**src/rtl/emergency_request_arbiter_if.sv**
```systemverilog
// Siren inputs and conditioned emergency requests between the detectors,
// emergency_request_arbiter and traffic_light_controller.
interface emergency_request_arbiter_if;
  // Emergency_* are level requests with no ready: the arbiter holds one side
  // high for a fixed time, and the controller must act on it while it is high.
  logic       siren_left;
  logic       siren_right;
  logic       Emergency_Left;
  logic       Emergency_Right;
  logic       emerg_busy;
  logic [1:0] emerg_pending;
  logic [1:0] dbg_state;

  modport slave (
    input  siren_left, siren_right,
    output Emergency_Left, Emergency_Right, emerg_busy, emerg_pending, dbg_state
  );

  modport master (
    output siren_left, siren_right,
    input  Emergency_Left, Emergency_Right, emerg_busy, emerg_pending, dbg_state
  );
endinterface

```
**src/rtl/emergency_request_arbiter.sv**
```systemverilog
// Synchronises, debounces and arbitrates siren detects into one-hot, fixed-length
// emergency requests followed by a cooldown. EMERG_PRIO_LEFT_EN selects left-priority ties.
module emergency_request_arbiter #(
  parameter int DEBOUNCE_CYC = 3,
  parameter int HOLD_CYC     = 10,
  parameter int COOLDOWN_CYC = 5
) (
  input  logic clk,
  input  logic reset,
  emergency_request_arbiter_if.slave bus
);

  localparam int MAX_A   = (DEBOUNCE_CYC > HOLD_CYC) ? DEBOUNCE_CYC : HOLD_CYC;
  localparam int MAX_CYC = (MAX_A > COOLDOWN_CYC) ? MAX_A : COOLDOWN_CYC;
  localparam int CW      = $clog2(MAX_CYC + 1);

  localparam logic [CW-1:0] DEB_FULL  = CW'(DEBOUNCE_CYC);
  localparam logic [CW-1:0] HOLD_LAST = CW'(HOLD_CYC - 1);
  localparam logic [CW-1:0] COOL_LAST = CW'(COOLDOWN_CYC - 1);

  localparam logic [1:0] IDLE     = 2'd0;
  localparam logic [1:0] GRANT_L  = 2'd1;
  localparam logic [1:0] GRANT_R  = 2'd2;
  localparam logic [1:0] COOLDOWN = 2'd3;

  logic [1:0]    sync_l, sync_r;
  logic [CW-1:0] deb_l, deb_r;
  logic          req_l, req_r;
  logic          pend_l, pend_r;
  logic [1:0]    state, state_next;
  logic [CW-1:0] cnt;
  logic          last_grant_right;
  logic          grant_l, grant_r;
  logic          tie_left;
  logic          emerg_left_q, emerg_right_q, busy_q;

  always_ff @(posedge clk or posedge reset) begin
    if (reset) begin
      sync_l <= '0;
      sync_r <= '0;
      deb_l  <= '0;
      deb_r  <= '0;
    end else begin
      sync_l <= {sync_l[0], bus.siren_left};
      sync_r <= {sync_r[0], bus.siren_right};
      if (!sync_l[1])           deb_l <= '0;
      else if (deb_l != DEB_FULL) deb_l <= deb_l + CW'(1);
      if (!sync_r[1])           deb_r <= '0;
      else if (deb_r != DEB_FULL) deb_r <= deb_r + CW'(1);
    end
  end

  assign req_l = (deb_l == DEB_FULL);
  assign req_r = (deb_r == DEB_FULL);

`ifdef EMERG_PRIO_LEFT_EN
  assign tie_left = 1'b1;
`else
  // Round-robin: on a tie, serve whichever side was not granted last.
  assign tie_left = last_grant_right;
`endif

  always_comb begin
    state_next = state;
    grant_l    = 1'b0;
    grant_r    = 1'b0;
    case (state)
      IDLE: begin
        if (pend_l && pend_r) begin
          grant_l = tie_left;
          grant_r = !tie_left;
        end else begin
          grant_l = pend_l;
          grant_r = pend_r;
        end
        if (grant_l)      state_next = GRANT_L;
        else if (grant_r) state_next = GRANT_R;
      end
      GRANT_L, GRANT_R: if (cnt == HOLD_LAST) state_next = COOLDOWN;
      COOLDOWN:         if (cnt == COOL_LAST) state_next = IDLE;
      default:          state_next = IDLE;
    endcase
  end

  always_ff @(posedge clk or posedge reset) begin
    if (reset) begin
      state            <= IDLE;
      cnt              <= '0;
      pend_l           <= 1'b0;
      pend_r           <= 1'b0;
      last_grant_right <= 1'b1;
      emerg_left_q     <= 1'b0;
      emerg_right_q    <= 1'b0;
      busy_q           <= 1'b0;
    end else begin
      state <= state_next;
      if (state_next != state)  cnt <= '0;
      else if (cnt != {CW{1'b1}}) cnt <= cnt + CW'(1);
      // Entering a grant clears that side; the other side may still latch a new request.
      pend_l <= grant_l ? 1'b0 : (pend_l | req_l);
      pend_r <= grant_r ? 1'b0 : (pend_r | req_r);
      if (grant_l)      last_grant_right <= 1'b0;
      else if (grant_r) last_grant_right <= 1'b1;
      emerg_left_q  <= (state_next == GRANT_L);
      emerg_right_q <= (state_next == GRANT_R);
      busy_q        <= (state_next != IDLE);
    end
  end

  assign bus.Emergency_Left  = emerg_left_q;
  assign bus.Emergency_Right = emerg_right_q;
  assign bus.emerg_busy      = busy_q;
  assign bus.emerg_pending   = {pend_r, pend_l};
  assign bus.dbg_state       = state;

endmodule
```
**src/flat_wrapper.sv**
```systemverilog
// flat-port wrapper written by rule: the top's interface ports become plain ports
module emergency_request_arbiter_flat 
#(
  parameter int DEBOUNCE_CYC = 3,
  parameter int HOLD_CYC     = 10,
  parameter int COOLDOWN_CYC = 5
)
  (clk, reset, bus_siren_left, bus_siren_right, bus_Emergency_Left, bus_Emergency_Right, bus_emerg_busy, bus_emerg_pending, bus_dbg_state);
  emergency_request_arbiter_if bus_i ();
  input  logic clk;
  input  logic reset;
  input wire logic [$bits(bus_i.siren_left)-1:0] bus_siren_left;
  input wire logic [$bits(bus_i.siren_right)-1:0] bus_siren_right;
  output wire logic [$bits(bus_i.Emergency_Left)-1:0] bus_Emergency_Left;
  output wire logic [$bits(bus_i.Emergency_Right)-1:0] bus_Emergency_Right;
  output wire logic [$bits(bus_i.emerg_busy)-1:0] bus_emerg_busy;
  output wire logic [$bits(bus_i.emerg_pending)-1:0] bus_emerg_pending;
  output wire logic [$bits(bus_i.dbg_state)-1:0] bus_dbg_state;
  assign bus_i.siren_left = bus_siren_left;
  assign bus_i.siren_right = bus_siren_right;
  assign bus_Emergency_Left = bus_i.Emergency_Left;
  assign bus_Emergency_Right = bus_i.Emergency_Right;
  assign bus_emerg_busy = bus_i.emerg_busy;
  assign bus_emerg_pending = bus_i.emerg_pending;
  assign bus_dbg_state = bus_i.dbg_state;
  emergency_request_arbiter #(.DEBOUNCE_CYC(DEBOUNCE_CYC), .HOLD_CYC(HOLD_CYC), .COOLDOWN_CYC(COOLDOWN_CYC)) u_core (.clk(clk), .reset(reset), .bus(bus_i));
endmodule
```
**config.mk**
```make
export PLATFORM = sky130hd
export DESIGN_NAME = emergency_request_arbiter_flat
export DESIGN_NICKNAME = d
export VERILOG_FILES = /design/src/rtl/emergency_request_arbiter_if.sv /design/src/rtl/emergency_request_arbiter.sv /design/src/flat_wrapper.sv
export SDC_FILE = /design/constraint.sdc
export NUM_CORES = 1
export LEC_CHECK = 0
export CAP_MARGIN = 5
export CORE_MARGIN = 2
export CORE_UTILIZATION = 30
export DETAILED_ROUTE_END_ITERATION = 16
export PLACE_DENSITY_LB_ADDON = 0.25
export SYNTH_ARGS = -nofsm -noshare
export SYNTH_HDL_FRONTEND = slang
export SYNTH_SLANG_ARGS = --single-unit
```
**constraint.sdc**
```tcl
create_clock -name clk -period 3.4 [get_ports clk]
set_clock_uncertainty 0.1 [all_clocks]
set_input_delay 0.68 -clock clk [delete_from_list [all_inputs] [get_ports clk]]
set_output_delay 0.68 -clock clk [all_outputs]
set_load 0.02 [all_outputs]
```
# Word-level counts from Yosys, hierarchy flattened
# Index checks and enable logic that the tools add are counted.
[op_classes]
shifts = 0
multipliers = 0
reduce_logical = 7
n_bitwise = 2
n_eq_ne = 15
div = 0
n_addsub = 3
n_lt_le_gt_ge = 0
n_mux = 21
[ops]
columns = ["operator", "n"]
rows = [
  ["$mux W4", 6],
  ["$add A4 B1 Y4 const B", 3],
  ["$mux W1", 10],
  ["$eq A4 B2 Y1 const B", 2],
  ["$mux W2", 4],
  ["$ne A4 B2 Y1 const B", 2],
  ["$eq A2 B2 Y1 const B", 3],
  ["$pmux W2 S3", 1],
  ["$reduce_bool A2 Y1", 3],
  ["$eq A2 B1 Y1 const B", 2],
  ["$eq A4 B3 Y1 const B", 1],
  ["$eq A4 B4 Y1 const B", 1],
  ["$ne A2 B2 Y1 const B", 2],
  ["$ne A4 B4 Y1 const B", 1],
  ["$logic_not A2 Y1", 1],
  ["$ne A2 B2 Y1", 1],
  ["$or A1 B1 Y1", 2],
  ["$reduce_or A2 Y1", 1],
  ["$logic_and A1 B1 Y1", 1],
  ["$logic_not A1 Y1", 1],
]
[totals]
rom_bits = 0
word_cells = 60
latchBits = 0
out_inout_bits = 7
regBits = 24
memories = 0
mem_bits_rw = 0
inputBits = 4

# Longest topological paths before layout
# Gate-level depths: netlist of the first run.
[logic_depth]
ltp_word = 8
mapped_depth = 6
depth_no_buf = 6

# Worst setup path after synthesis of the first run
# OpenSTA, ideal clock, no wires.
[synth_path]
path_kind = "register to register"
startpoint = "register u_core.state[0], in the netlist u_core.bus.dbg_state[0]"
endpoint = "register u_core.cnt[0]"
path_stages_with_launch = 7
path_buffers = 0
setup_time_ps = 141
arrival_time_ps = 1628
required_time_ps = 3159
setup_slack_ps = 1530
period_less_slack_ps = 1870
cell_sequence = "dfrtp_1 inv_1 ha_1 and2b_4 a21oi_1 o2111ai_1 a31oi_1"
[synth_via]
elab_chain_cells = 5
elab_cells_between_ends = 13
classes_between = "eq/ne: 4; mux: 6; reduce/logical: 3"
[synth_lines]
columns = ["element", "line_no", "text"]
rows = [
  ["start: declaration", "emergency_request_arbiter.sv:30", "logic [1:0] state, state_next;"],
  ["start signal: assignment", "emergency_request_arbiter.sv:96", "state <= state_next;"],
  ["$eq A2 B1 Y1, or another cell as far along", "emergency_request_arbiter.sv:67", "case (state)"],
  ["$reduce_or A2 Y1 or $mux W2 (tied branches)", "emergency_request_arbiter.sv:67, emergency_request_arbiter.sv:76", ""],
  ["$pmux W2 S3", "emergency_request_arbiter.sv:67", ""],
  ["$ne A2 B2 Y1 *", "emergency_request_arbiter.sv:97", "if (state_next != state) cnt <= '0;"],
  ["$mux W4 or $reduce_bool A2 Y1 (tied branches)", "-", ""],
  ["end signal: assignment", "emergency_request_arbiter.sv:98", "else if (cnt != {CW{1'b1}}) cnt <= cnt + CW'(1);"],
  ["end: declaration", "emergency_request_arbiter.sv:31", "logic [CW-1:0] cnt;"],
]
# Every way passes the cells marked *; elsewhere a longest branch is shown, timed or not.
# A chain may end at the register's enable or synchronous reset.

# Worst setup path in the final report of the first run
[layout_path]
startpoint = "register u_core.state[0], in the netlist u_core.bus.dbg_state[0]"
endpoint = "output port bus_dbg_state[0]"
[layout_lines]
columns = ["element", "line_no", "text"]
rows = [
  ["end: declaration", "flat_wrapper.sv:18", "output wire logic [$bits(bus_i.dbg_state)-1:0] bus_dbg_state;"],
]
# No word-level cell between the ends.

==> results of run 1 <==
==> state kept, by name, indices dropped and copies added (netlist names) <==
name                        flops
u_core.cnt                      4
u_core.deb_l                    4
u_core.deb_r                    4
u_core.bus.dbg_state            2
u_core.sync_l                   2
u_core.sync_r                   2
u_core.bus.Emergency_Left       1
u_core.bus.Emergency_Right      1
u_core.bus.emerg_busy           1
u_core.last_grant_right         1
u_core.pend_l                   1
u_core.pend_r                   1
==> Yosys cell counts, types with 2 or more instances <==
cell      instances
a21boi_0          2
a21oi_1           3
a31oi_1           7
and2_1            5
buf_4             2
dfrtp_1          23
ha_1              8
inv_1             5
mux2i_1           3
nand2_1           2
nand2b_1          3
nand3_1           6
nand3b_1          4
nor2_1            4
nor2b_1           2
nor3b_2           2
o21a_1            2
xnor2_1           5
==> logic make-up (layout without fill, tap and decap cells) <==
group	Yosys count	in the layout	synth area share (%)
simple gates	33	33	17.6
flops	24	24	50.2
compound gates	21	21	14.0
fa+ha+maj	8	8	8.34
buf+inv	7	19	2.82
xor+xnor	5	5	3.65
mux	4	4	3.44
==> through the flow <==
step | setup WS, ps | hold slack (ps) | cell area, sq um | std cells
2_1_floorplan | 1530 | 231 | 1200 | 102
3_3_place_gp | 1500 | 238 | 1350 | 158
3_5_place_dp | 1470 | 244 | 1350 | 158
4_1_cts | 1230 | 263 | 1420 | 162
5_1_grt | 1200 | 276 | 1420 | 162
6_report | 1240 | 259 | 1420 | 162
==> worst max-delay path by stage <==
| stage | slack (ps) | cells past startpoint | startpoint | to |
|---|---|---|---|---|
| detailed placement | 1470 | 2 | reset | u_core.deb_r[1] |
| global route | 1200 | 1 | u_core.bus.dbg_state[0] | bus_dbg_state[0] |
| CTS | 1230 | 1 | u_core.bus.dbg_state[0] | bus_dbg_state[0] |
| global placement | 1500 | 2 | reset | u_core.sync_r[0] |
| floorplan | 1530 | 6 | u_core.bus.dbg_state[0] | u_core.cnt[0] |
| finish | 1240 | 1 | u_core.bus.dbg_state[0] | bus_dbg_state[0] |
==> cell type report <==
cell class / instances / share of cell area, %
clock inverter: 1 / 2.12
timing repair buffer: 10 / 7.07
inverter: 5 / 1.33
sequential: 24 / 42.5
multi-input combinational: 71 / 39.8
clock buffer: 3 / 2.92
tap: 48 / 4.24
==> power by group <==
part | internal, mW | total [mW] | switching (mW) | leakage (nW)
Combinational | 0.222 | 0.488 | 0.267 | 0.264
Clock | 0.157 | 0.245 | 0.0879 | 0.0357
Sequential | 0.363 | 0.438 | 0.0747 | 0.307
==> routing by layer <==
metal	vias up	routed length, um	track usage (%)
met3	5	133	4.00
li1	384	-	-
met5	-	0	0
met2	16	859	15.6
met4	0	40	5.36
met1	397	930	12.5
==> key figures, run 1 <==
Worst setup path
  • Cell Chain, Critical Path: clkdlybuf4s50_1
  • Crit Path Max Fanout: 5
  • CP startpoint kind: flop
  • Worst Path Buf+Inv: 1
  • Worst R2R Setup Slack: 1500 ps
  • WS Path Type: reg -> out
  • Worst-case reg-to-reg path depth: 6
  • CP delay by family, top: buffers and inverters
  • CP Capture Type: output port
  • Critical-path top delay cell: clkdlybuf4s50_1
  • Reg-to-Reg End: u_core.cnt[2]
  • Delay of the slowest critical-path stage: 650 ps
  • CP required: 2620 ps
  • Reg2reg start: u_core.bus.dbg_state[0]
  • Crit path DAT: 1380 ps

Worst hold path
  • Hold-critical path endpoint: u_core.sync_r[1]
  • Hold Path Origin: u_core.sync_r[0]
  • HP Class: reg -> reg
  • Hold depth: 0

STA
  • Slew headroom: 41.5%
  • Final setup violating endpoints: 0
  • Setup_tns: 0 ps
  • Fin crit period: 2160 ps
  • Fmax: 464 MHz
  • Tightest Pin Transition: 876 ps
  • Final hold violation count: 0
  • RSZ-0062 raised after global routing: no
  • Final Max Tran Viols: 0
  • Part of the cycle the worst path needs: 63.4%

Clocking
  • CTS H-tree lvls: 1
  • Setup bufs post-CTS: 0
  • Post-cts resize count: 0
  • Clock Latency Late Sink: 270 ps
  • Clock tree from TritonCTS: done
  • Worst-path clk slew: 80 ps
  • Total CTS buffers: 3
  • Worst-case clock buffer depth: 2
  • Post-CTS Hold Buffers: 0
  • CTS root buffer: clkbuf_8
  • Clock sinks: 24

Place
  • Gpl congestion: 0.685
  • Port Buffers: 10
  • Detailed placement HPWL: 1.48 mm

Route
  • Final ANT Viol Nets: 0
  • Post-Route WL: 1.96 mm
  • Initial DRC Count: 17
  • Drt first pass iters: 4
  • Vias: 802
  • Number of remaining DRC errors: 0
  • Routed vias/inst: 4.95
  • Average wire per standard cell: 12.1 um

Synth
  • Yosys warnings: 0
  • Seq/Total Area, Yosys: 50.2%
  • Cell count after synthesis: 102
  • Post-synth top area cell: dfrtp_1
  • Net count after synthesis: 114
  • Synth unique cells: 32
  • Largest cells by area after synthesis: dfrtp_1 48%, ha_1 8.3%, a31oi_1 3.6%, xnor2_1 3.6%, and2_1 2.6%
  • Synthesized flop and latch total: 24
  • EDFF count, synth: 0
  • Post-synth top flop: dfrtp_1
  • Synth Area per Inst: 11.8 sq um
  • Post-Syn Area: 1200 sq um
  • Share of the synthesized area in the top cell type: 48.0%
  • FFs w/ async S/R, synth: 100%

Global routing
  • First-pass GRT wire length: 3.43 mm
  • Largest net degree at the start of global routing: 25
  • Vias in the first global route: 788
  • Remaining global-route overflow: 0
  • GRT Total Usage: 10.2%
  • Antenna violations before repair: 0

Finish
  • Multi-input logic area: 564 sq um
  • Most frequent cells in the layout: 23 x dfrtp_1, 10 x clkdlybuf4s50_1, 8 x ha_1, 7 x a31oi_1, 6 x nand3_1
  • Nets: 127
  • Area Overhead vs Synth: 18.0%
  • Layout cells sized above 1: 11.4%
  • Final Util: 37.8%
  • Reg area: 602 sq um
  • Fill count: 379
  • Most common cell after layout, fill and taps aside: dfrtp_1
  • Ant. Diodes: 0

Power
  • Pwr dens: 827 nW/um^2
  • Leak: 0.606 nW
  • Max VDD drop: 422 uV
  • Pwr Total: 1.17 mW

Floorplan
  • Row count: 22
  • Initial Util: 32.1%
  • Die H: 67.2 um
  • Die width: 67.2 um
  • Placeable Area: 3740 sq um
  • Die area: 4520 sq um
  • I/O pin total: 11

Status
  • Status: completed

Flow run
  • Number of max-cap violations: 0
No activity file was read; power rests on OpenSTA's default activity.
==> run 2: changes to the inputs <==
Clock period 3.4 ns to 2.2 ns, I/O delays scaled along.
==> run 2 against run 1 <==
Design area rose by 0.53%. Sequential power rose by 54%. Cell count rose by 0.62%. Critical path type is now reg -> reg.
==> key figures, run 2 (synthesized netlist as in run 1, its figures left out) <==
Worst hold path
  • HP Class: reg -> reg
  • Hold depth: 0

Finish
  • Reg area: 602 sq um
  • Fill count: 375
  • Most common cell after layout, fill and taps aside: dfrtp_1
  • Nets: 128
  • Most frequent cells in the layout: 23 x dfrtp_1, 10 x clkdlybuf4s50_1, 8 x ha_1, 7 x a31oi_1, 6 x nand3_1
  • Ant. Diodes: 0
  • Multi-input logic area: 564 sq um
  • Layout cells sized above 1: 12.2%
  • Area Overhead vs Synth: 18.7%
  • Biggest regs: u_core.cnt: 4 flops, u_core.deb_l: 4 flops, u_core.deb_r: 4 flops

STA
  • Final setup violating endpoints: 0
  • Final hold violation count: 0
  • Fmax: 515 MHz
  • Part of the cycle the worst path needs: 88.2%
  • Final Max Tran Viols: 0
  • Slew headroom: 74.7%
  • Setup_tns: 0 ps
  • Fin crit period: 1940 ps
  • RSZ-0062 raised after global routing: no
  • Tightest Pin Transition: 377 ps

Worst setup path
  • Crit path DAT: 1970 ps
  • WS Path Type: reg -> reg
  • CP startpoint kind: flop
  • CP Capture Type: flop
  • Worst-case reg-to-reg path depth: 6
  • Critical-path top delay cell: dfrtp_1
  • Cell Chain, Critical Path: inv_1 -> ha_1 -> and2b_4 -> a21oi_1 -> o2111ai_1 -> a31oi_1
  • Delay of the slowest critical-path stage: 450 ps
  • CP required: 2230 ps
  • Crit Path Max Fanout: 6

Global routing
  • Vias in the first global route: 875
  • Antenna violations before repair: 0
  • Largest net degree at the start of global routing: 25
  • Remaining global-route overflow: 0
  • First-pass GRT wire length: 3.78 mm
  • GRT Total Usage: 10.9%

Floorplan
  • Die area: 4520 sq um
  • Die width: 67.2 um
  • I/O pin total: 11
  • Die H: 67.2 um
  • Row count: 22
  • Initial Util: 32.1%
  • Placeable Area: 3740 sq um

Place
  • Detailed placement HPWL: 1.45 mm
  • Port Buffers: 10
  • Gpl congestion: 0.782

Route
  • Average wire per standard cell: 12.3 um
  • Routed vias/inst: 4.83
  • Drt first pass iters: 4
  • Post-Route WL: 2.00 mm
  • Vias: 787
  • Initial DRC Count: 20
  • Final ANT Viol Nets: 0
  • Number of remaining DRC errors: 0

Power
  • Pwr dens: 1280 nW/um^2
  • Pwr Total: 1.82 mW
  • Max VDD drop: 630 uV
  • Leak: 0.611 nW

Clocking
  • Clock sinks: 24
  • Setup bufs post-CTS: 0
  • Post-cts resize count: 0
  • CTS root buffer: clkbuf_8
  • Post-CTS Hold Buffers: 0
  • Clock tree from TritonCTS: done
  • Clock Latency Late Sink: 270 ps
  • Worst-case clock buffer depth: 2
  • CTS H-tree lvls: 1
  • Total CTS buffers: 3
  • Worst-path clk slew: 80 ps

Flow run
  • Number of max-cap violations: 0

Status
  • Status: completed
-- run 2: cell count changes in the layout (fill, tap and decap cells not counted), sizes merged --
| cell | previous run | this run |
|---|---|---|
| buf | 0 | 1 |
-- run 2: per-stage QoR --
step | hold slack, ps | std cells | instance area [sq um] | worst slack (ps) | utilization (%)
CTS | 270 | 163 | 1420 | 251 | 38.0
global route | 271 | 163 | 1420 | 47.4 | 38.0
floorplan | 231 | 102 | 1200 | 330 | -
global placement | 237 | 159 | 1350 | 375 | 36.1
finish | 261 | 163 | 1420 | 259 | 38.0
detailed placement | 246 | 159 | 1350 | 275 | 36.1
-- run 2: power by group --
part / switching (mW) / total [mW] / internal [mW]
registers: 0.114 / 0.675 / 0.561
logic: 0.417 / 0.762 / 0.344
clock network: 0.139 / 0.382 / 0.243
-- run 2: critical path, delay by kind of cell, from the launching register on --
family | cells | cell delay [ps]
DFF | 1 | 450
AOI/OAI and AO/OA | 3 | 550
adders and majority gates | 1 | 300
buffers and inverters | 1 | 110
and+or+nand+nor | 1 | 300
-- run 2: cell type report --
| class | instances | area share, % |
|---|---|---|
| sequential | 24 | 42.3 |
| multi-input combinational | 71 | 39.6 |
| timing repair buffer | 11 | 7.56 |
| tap | 48 | 4.22 |
| clock buffer | 3 | 2.90 |
| clock inverter | 1 | 2.11 |
| inverter | 5 | 1.32 |
-- run 2: final timing paths --
path	endpoint	slack (ps)	start
worst max register to register	u_core.cnt[1]	260	u_core.bus.dbg_state[0]
max in group asynchronous	u_core.last_grant_right	1300	reset
worst min-delay path	u_core.sync_l[1]	260	u_core.sync_l[0]
worst min register to register	u_core.sync_l[1]	260	u_core.sync_l[0]
worst max-delay path	u_core.cnt[1]	260	u_core.bus.dbg_state[0]
min in group asynchronous	u_core.deb_l[0]	420	reset
-- run 2: layer usage --
layer	track usage, %	part of all wire (%)
met1	13.8	48
met5	0	0
met4	4.59	1.5
met3	1.83	4.2
met2	18.3	46
==> run 3: changes to the inputs <==
Settings changed: CORE_UTILIZATION 30 to 55.
==> run 3 against run 2 <==
First-iteration DRC count grew 10%. Clock power shrank 50%. Cell count shrank 13%. Setup slack lost 13 ps. Design area shrank 5.0%. Hold slack lost 3.5 ps. Via count shrank 0.64%. Utilization grew 30 points. Sequential cell count is the same. Die area shrank 43%. Critical path depth shrank 5. Sequential power shrank 0.7%. Critical endpoint is now bus_dbg_state[0].
==> key figures, run 3 (synthesized netlist as in run 1, its figures left out) <==
Status
  • Status: completed

Finish
  • Ant. Diodes: 0
  • Most frequent cells in the layout: 23 x dfrtp_1, 10 x clkdlybuf4s50_1, 8 x ha_1, 7 x a31oi_1, 6 x nand3_1
  • Finished Layout Cells: 142
  • Area Overhead vs Synth: 12.7%
  • Biggest regs: u_core.cnt: 4 flops, u_core.deb_l: 4 flops, u_core.deb_r: 4 flops
  • Layout cells sized above 1: 11.3%
  • Nets: 128
  • Most common cell after layout, fill and taps aside: dfrtp_1

Worst setup path
  • Worst path depth: 1
  • WS Path Type: reg -> out
  • Critical-path top delay cell: clkdlybuf4s50_1
  • CP startpoint kind: flop
  • CP Capture Type: output port
  • CP required: 1660 ps
  • Worst-case reg-to-reg path depth: 6
  • Crit path DAT: 1410 ps
  • Cell Chain, Critical Path: clkdlybuf4s50_1
  • Crit Path Max Fanout: 5
  • Delay of the slowest critical-path stage: 640 ps
  • CP delay by family, top: buffers and inverters
  • Worst Path Buf+Inv: 1

Global routing
  • Vias in the first global route: 822
  • First-pass GRT wire length: 3.38 mm
  • GRT Total Usage: 17.9%
  • Largest net degree at the start of global routing: 25
  • Remaining global-route overflow: 0
  • Antenna violations before repair: 0

Route
  • Initial DRC Count: 22
  • Post-Route WL: 1.82 mm
  • Number of remaining DRC errors: 0
  • Met3 wire length: 38 um
  • Top sig layer: met4
  • Final ANT Viol Nets: 0
  • Vias: 782
  • Drt first pass iters: 4
  • Met2 Routed Length: 893 um
  • Average wire per standard cell: 12.8 um
  • Met1 wire length: 878 um
  • Routed vias/inst: 5.51

Power
  • Combinational Power Share: 46.7%
  • Cell internal pwr: 0.975 mW
  • Register share of total power: 41.5%
  • Pwr dens: 1190 nW/um^2
  • Clock share of power: 11.8%
  • Psw: 0.638 mW
  • Pwr Total: 1.61 mW
  • Max VDD drop: 823 uV
  • Leak: 0.590 nW
  • Sw Ratio: 39.6%

Clocking
  • Clock tree from TritonCTS: done
  • CTS root buffer: clkbuf_4
  • Total CTS buffers: 3
  • Post-cts resize count: 0
  • Worst-case clock buffer depth: 2
  • CTS H-tree lvls: 1
  • Setup bufs post-CTS: 0
  • Clock Latency Late Sink: 300 ps
  • Post-CTS Hold Buffers: 0
  • Clock sinks: 24
  • Worst-path clk slew: 120 ps

STA
  • Part of the cycle the worst path needs: 88.8%
  • Final setup violating endpoints: 0
  • Slew headroom: 75.3%
  • Fmax: 512 MHz
  • Final Max Tran Viols: 0
  • Setup_tns: 0 ps
  • Final hold violation count: 0
  • Tightest Pin Transition: 369 ps
  • RSZ-0062 raised after global routing: no
  • Fin crit period: 1950 ps

Place
  • Detailed placement HPWL: 1.36 mm
  • Placed Cells: 138
  • Port Buffers: 10
  • Gpl congestion: 0.783

Floorplan
  • Die width: 50.7 um
  • Die area: 2570 sq um
  • Row count: 16
  • Initial Util: 59.9%
  • I/O pin total: 11
  • Placeable Area: 2000 sq um
  • Die H: 50.7 um

Flow run
  • Number of max-cap violations: 0

Worst hold path
  • HP Class: reg -> reg
  • Hold depth: 0
## run 3: cell types whose count changed in the layout (fill, tap and decap cells not counted)
| cell | delta |
|---|---|
| bufinv_16 | -1 |
| clkbuf_4 | +3 |
| clkbuf_8 | -3 |
| clkbuf_1 | +1 |
## run 3: routing by layer
layer	GRT usage (%)	vias to the layer above
met5	0	-
met1	22.7	381
met4	8.11	0
met3	3.87	2
met2	29.2	10
li1	-	389
## run 3: power groups by stage
stage / Combinational [mW] / Clock, mW / Sequential, mW
2_1_floorplan: 0.531 / 0 / 0.702
4_1_cts: 0.757 / 0.200 / 0.671
3_3_place_gp: 0.729 / 0 / 0.674
3_5_place_dp: 0.752 / 0 / 0.681
5_1_grt: 0.841 / 0.218 / 0.694
6_report: 0.754 / 0.190 / 0.670
## run 3: path summary, 6_finish.rpt
| kind | start | endpoint | slack [ps] |
|---|---|---|---|
| max | u_core.bus.dbg_state[0] | bus_dbg_state[0] | 250 |
| min | u_core.sync_r[0] | u_core.sync_r[1] | 260 |
| max reg2reg | u_core.bus.dbg_state[0] | u_core.cnt[2] | 310 |
| min reg2reg | u_core.sync_r[0] | u_core.sync_r[1] | 260 |
| max in group asynchronous | reset | u_core.last_grant_right | 1360 |
| min in group asynchronous | reset | u_core.sync_r[1] | 360 |
## run 3: area by class of cell
class | count | area (sq um)
Tap cell | 27 | 33.8
Inverter | 5 | 18.8
Sequential cell | 24 | 602
Multi-Input combinational cell | 71 | 564
Fill cell | 162 | 649
Clock buffer | 4 | 26.3
Timing Repair Buffer | 11 | 108
## run 3: per-stage QoR
| stage | worst slack [ps] | instance area (sq um) | hold WS, ps | utilization, % |
|---|---|---|---|---|
| final | 246 | 1350 | 258 | 67.6 |
| after global routing | 139 | 1350 | 273 | 67.6 |
| after CTS | 219 | 1350 | 263 | 67.6 |
| after detailed placement | 310 | 1330 | 236 | 66.3 |
| after global placement | 399 | 1330 | 236 | 66.3 |
| after floorplan | 330 | 1200 | 231 | - |
